### config.mk
export PLATFORM = sky130hd
export DESIGN_NAME = coe_fetch_ctrl
export DESIGN_NICKNAME = d
export VERILOG_FILES = /design/src/rtl/coe_pkg.sv /design/src/rtl/coe_fifo2.sv /design/src/rtl/coe_fetch_ctrl.sv
export SDC_FILE = /design/constraint.sdc
export NUM_CORES = 1
export LEC_CHECK = 0
export BUFFER_PORTS_ARGS = -buffer_cell sky130_fd_sc_hd__buf_4
export CORE_UTILIZATION = 45
export DETAILED_ROUTE_END_ITERATION = 10
export GPL_TIMING_DRIVEN = 0
export PLACE_DENSITY = 0.67
export REMOVE_ABC_BUFFERS = 1
export SLEW_MARGIN = 20
export SYNTH_ARGS = -nofsm -noshare
export SYNTH_HDL_FRONTEND = slang
export SYNTH_SLANG_ARGS = --single-unit
### constraint.sdc
create_clock -name clk -period 4.3 [get_ports clk]
set_input_delay 0.43 -clock clk [delete_from_list [all_inputs] [get_ports clk]]
set_output_delay 0.43 -clock clk [all_outputs]
set_load 0.01 [all_outputs]
### src/rtl/coe_pkg.sv
// Shared constants and types for the coefficient fetch controller.
// Holds the default widths, output-buffer depth and FSM state encoding.
package coe_pkg;

    localparam int ADDR_W     = 5;
    localparam int COE_W      = 7;
    localparam int FIFO_DEPTH = 2;

    typedef enum logic [1:0] {
        IDLE  = 2'd0,
        FETCH = 2'd1,
        DRAIN = 2'd2
    } state_t;

endpackage

### src/rtl/coe_fifo2.sv
// Two-entry output buffer holding ROM word, burst index and last flag.
// The head entry is exposed directly so it stays stable until popped.
module coe_fifo2 #(
    parameter int DATA_W = 14,
    parameter int IDX_W  = 5
) (
    input  logic              clk,
    input  logic              srst,
    input  logic              push,
    input  logic [DATA_W-1:0] push_data,
    input  logic [IDX_W-1:0]  push_index,
    input  logic              push_last,
    input  logic              pop,
    output logic [DATA_W-1:0] head_data,
    output logic [IDX_W-1:0]  head_index,
    output logic              head_last,
    output logic              valid,
    output logic [1:0]        count
);
    import coe_pkg::*;

    localparam int EW    = DATA_W + IDX_W + 1;
    localparam int PTR_W = $clog2(FIFO_DEPTH);

    logic [PTR_W-1:0]                wr_ptr_reg;
    logic [PTR_W-1:0]                rd_ptr_reg;
    logic [1:0]                      count_reg;
    logic [FIFO_DEPTH-1:0][EW-1:0]   entry_bus;
    logic [EW-1:0]                   head_entry;

    genvar gi;
    generate
        for (gi = 0; gi < FIFO_DEPTH; gi++) begin : g_entry
            logic [EW-1:0] entry_reg;
            always_ff @(posedge clk) begin
                if (srst) begin
                    entry_reg <= '0;
                end else if (push && (wr_ptr_reg == PTR_W'(gi))) begin
                    entry_reg <= {push_last, push_index, push_data};
                end
            end
            assign entry_bus[gi] = entry_reg;
        end
    endgenerate

    always_ff @(posedge clk) begin
        if (srst) begin
            wr_ptr_reg <= '0;
            rd_ptr_reg <= '0;
            count_reg  <= '0;
        end else begin
            if (push) wr_ptr_reg <= wr_ptr_reg + 1'b1;
            if (pop)  rd_ptr_reg <= rd_ptr_reg + 1'b1;
            count_reg <= count_reg + 2'(push) - 2'(pop);
        end
    end

    assign head_entry = entry_bus[rd_ptr_reg];
    assign head_data  = head_entry[DATA_W-1:0];
    assign head_index = head_entry[DATA_W +: IDX_W];
    assign head_last  = head_entry[EW-1];
    assign valid      = (count_reg != 2'd0);
    assign count      = count_reg;

endmodule

### src/rtl/coe_fetch_ctrl.sv
// Coefficient fetch controller: issues a burst of ROM reads with credit-based
// flow control and presents the returned words through a 2-entry buffer.
module coe_fetch_ctrl #(
    parameter int ADDR_W = coe_pkg::ADDR_W,
    parameter int COE_W  = coe_pkg::COE_W
) (
    input  logic                 clk,
    input  logic                 reset,
    input  logic                 start,
    input  logic [ADDR_W-1:0]    base_addr,
    input  logic [ADDR_W:0]      len,
    output logic                 busy,
    output logic [6:0]           rom_addr,
    input  logic [2*COE_W-1:0]   rom_q,
    output logic [COE_W-1:0]     coe1_out,
    output logic [COE_W-1:0]     coe2_out,
    output logic                 coe_valid,
    input  logic                 coe_ready,
    output logic [ADDR_W-1:0]    coe_index,
    output logic                 coe_last,
    output logic                 done
);
    import coe_pkg::*;

    state_t              state_reg, state_next;
    logic [ADDR_W:0]     len_reg;
    logic [ADDR_W:0]     issued_reg;
    logic [ADDR_W-1:0]   addr_reg;
    logic                inflight_reg;
    logic [ADDR_W-1:0]   infl_index_reg;
    logic                infl_last_reg;
    logic                done_reg;

    logic                accept, pop, credit, issue, issue_last;
    logic [1:0]          fifo_count;
    logic [2*COE_W-1:0]  head_data;
    logic                head_last;

    assign accept     = (state_reg == IDLE) && start;
    assign pop        = coe_valid && coe_ready;
    // A pop in the same cycle frees a slot for the word issued now.
    assign credit     = ({1'b0, fifo_count} + {2'b00, inflight_reg}) <= (3'd1 + {2'b00, pop});
    assign issue      = (state_reg == FETCH) && credit;
    assign issue_last = issue && (issued_reg == (len_reg - (ADDR_W+1)'(1)));

    always_comb begin
        state_next = state_reg;
        case (state_reg)
            IDLE:    if (start && (len != '0)) state_next = FETCH;
            FETCH:   if (issue_last)           state_next = DRAIN;
            DRAIN:   if (pop && coe_last)      state_next = IDLE;
            default: state_next = IDLE;
        endcase
    end

    always_ff @(posedge clk) begin
        if (reset) begin
            state_reg      <= IDLE;
            len_reg        <= '0;
            issued_reg     <= '0;
            addr_reg       <= '0;
            inflight_reg   <= 1'b0;
            infl_index_reg <= '0;
            infl_last_reg  <= 1'b0;
            done_reg       <= 1'b0;
        end else begin
            state_reg      <= state_next;
            inflight_reg   <= issue;
            infl_index_reg <= issued_reg[ADDR_W-1:0];
            infl_last_reg  <= issue_last;
            done_reg       <= (accept && (len == '0)) ||
                              ((state_reg == DRAIN) && pop && coe_last);
            if (accept) begin
                len_reg    <= len;
                issued_reg <= '0;
                if (len != '0) addr_reg <= base_addr;
            end else if (issue) begin
                issued_reg <= issued_reg + 1'b1;
                // Stop advancing on the final word so the bus holds it afterwards.
                if (!issue_last) addr_reg <= addr_reg + 1'b1;
            end
        end
    end

    coe_fifo2 #(
        .DATA_W (2*COE_W),
        .IDX_W  (ADDR_W)
    ) u_fifo (
        .clk        (clk),
        .srst       (reset),
        .push       (inflight_reg),
        .push_data  (rom_q),
        .push_index (infl_index_reg),
        .push_last  (infl_last_reg),
        .pop        (pop),
        .head_data  (head_data),
        .head_index (coe_index),
        .head_last  (head_last),
        .valid      (coe_valid),
        .count      (fifo_count)
    );

    assign coe1_out = head_data[COE_W-1:0];
    assign coe2_out = head_data[2*COE_W-1:COE_W];
    assign coe_last = coe_valid && head_last;
    assign busy     = (state_reg != IDLE);
    assign done     = done_reg;
    assign rom_addr = 7'(addr_reg);

endmodule

==> run metrics <==
EDFF count, synth 0; Post-Synthesis Cells 388; distinct cell type count after synthesis 52; grt total ovfl 0; setup TNS 0 ps; sequential cell area 0.00142 mm^2; Total GRT Usage 0.195; first-pass GRT wire length 11.6 mm; Post-CTS Setup Inserts 0; Lkg Pwr 1.57 nW; Tcrit/Tclk final 0.722; Placer Congestion 0.796; CTS Buf Count 9; Layout Nets 473; worst path required time 4580 ps; die width 87.3 um; CTS resizes 0; max_cap viols 0; die span in y 87.3 um; syn_area_per_cell 8.43 um^2; max layer used met4; die footprint 0.00762 mm^2; Slew Viols, Final 0; run status finished, final reports clean; area of the multi-input gates 0.00170 mm^2; Routed WL 6.93 mm; Routed Antenna Nets 0; pwr/cell area 376 mW/mm^2; final setup fails 0; Core Rows 30; slew margin rel. 0.297; Setup WS pre-CTS 1200 ps; H-tree levels 3; Total Power 1.48 mW; Worst Skew 9.59 ps; number of primary I/O pins 59; detailed placer's ending HPWL 4.55 mm; Most used DFF post-synth dfxtp_1; initial DRC count 117; max reg flops 40; largest net degree at the start of global routing 64; metal3 WL 346 um; most frequent cells in the layout nand2_1, dfxtp_1, buf_4; Diodes inserted 0; initial antenna violation count 0; CTS tree yes; final worst-path setup slack 1200 ps; Synth Cell Area 0.00327 mm^2; ys async rst share 0; Setup CP Type reg -> reg; layout cells sized above 1 0.245; CTS clk-pin slew, worst paths 80 ps; CP Capture Type flip-flop; RSZ-0062 raised after global routing false; IO Port Bufs 56; metal2 WL 3.30 mm; CTS root buffer clkbuf_8; Clock Path Buffers 2; core area 0.00691 mm^2; Area growth syn-to-layout 20.3%; Met1 Wirelength 3.12 mm; Max Fclk 0.322 GHz; VDD IR-drop max 0.185 mV; Slew @ Worst Pin 1050 ps; Synth Warn # 0; critical path peak fanout 9; DRC Markers 0; CP Launch Type flip-flop; DR WL/cell 12.9 um; Filler Cell Count 675; worst-skew pair later-pin latency 350 ps; Min-Delay Path Class in -> reg; commonest non-fill, non-tap cell in the layout nand2_1; Final Critical Period 3100 ps; Clock Sinks 71; DR vias 2742; flops & latches, synth 71; number of global-route vias before repair 2603; Hold Vio Cnt, Final 0; Critical Path AT 3380 ps; Starting Density 0.474; Seq/Total Area, Yosys 0.434; DRT Pass-1 Iters 5; hold buffers post-CTS 0; vias per cell 5.11
## layout make-up
type	instances	area share
clock buffer	11	0.0359
clock inverter	5	0.0207
sequential	71	0.361
timing repair buffer	57	0.110
tap	96	0.0305
multi-input combinational	286	0.432
inverter	11	0.0105
## layer usage
metal,vias to the layer above,global-route usage
li1,1405,-
met4,0,0.101
met2,72,0.332
met3,14,0.0313
met1,1251,0.236
met5,-,0
## final timing paths
path	start	to	slack, ps	cells past startpoint
worst max register to register	u_fifo.count[1]	addr_reg[4]	1200	8
worst min register to register	infl_last_reg	u_fifo.g_entry[1].entry_reg[19]	450	2
worst min-delay path	len[5]	len_reg[5]	330	3
worst max-delay path	u_fifo.count[1]	addr_reg[4]	1200	8
## power breakdown
group | switching (mW) | internal [mW] | leakage (nW)
clock network | 0.251 | 0.343 | 0.110
registers | 0.0240 | 0.679 | 0.576
logic | 0.0971 | 0.0875 | 0.886
total | 0.372 | 1.11 | 1.57
## stage by stage
stage / std cells / hold slack [ps] / cell area, um^2 / util
3_3_place_gp: 520 / 438 / 3700 / 0.536
5_1_grt: 537 / 341 / 3940 / 0.570
3_5_place_dp: 521 / 443 / 3710 / 0.538
6_report: 537 / 331 / 3940 / 0.570
2_1_floorplan: 368 / 426 / 3160 / -
4_1_cts: 537 / 325 / 3940 / 0.570
## synthesized netlist by cell type, types with 6 or more instances
cell / instances / area share
nor2_1: 22 / 0.025
nand4_1: 6 / 0.011
inv_1: 11 / 0.013
a21oi_1: 55 / 0.084
xor2_1: 9 / 0.024
clkbuf_1: 14 / 0.016
dfxtp_1: 71 / 0.43
ha_1: 7 / 0.027
nor2b_1: 7 / 0.013
nand2_1: 101 / 0.12
mux2_2: 19 / 0.065
## kinds of logic (layout without fill, tap and decap cells)
group | Yosys count | count (layout) | synth area share
compound gates | 80 | 80 | 0.152
fa+ha+maj | 8 | 8 | 0.0329
flops | 71 | 71 | 0.434
simple gates | 161 | 161 | 0.222
mux | 22 | 22 | 0.0746
other cells | 1 | 2 | 0.00115
xor+xnor | 13 | 13 | 0.0348
buf+inv | 32 | 84 | 0.0478
## worst max-delay path, cell delays in order, from the launching register on
cell and delay (ps):
dfxtp_1 360, o21ai_0 410, inv_1 120, fa_1 520, or3b_4 410, a211oi_2 620, o311a_2 330, o31ai_2 90
o2bb2ai_1 160
Note: power is estimated with default switching activity, not from simulation.
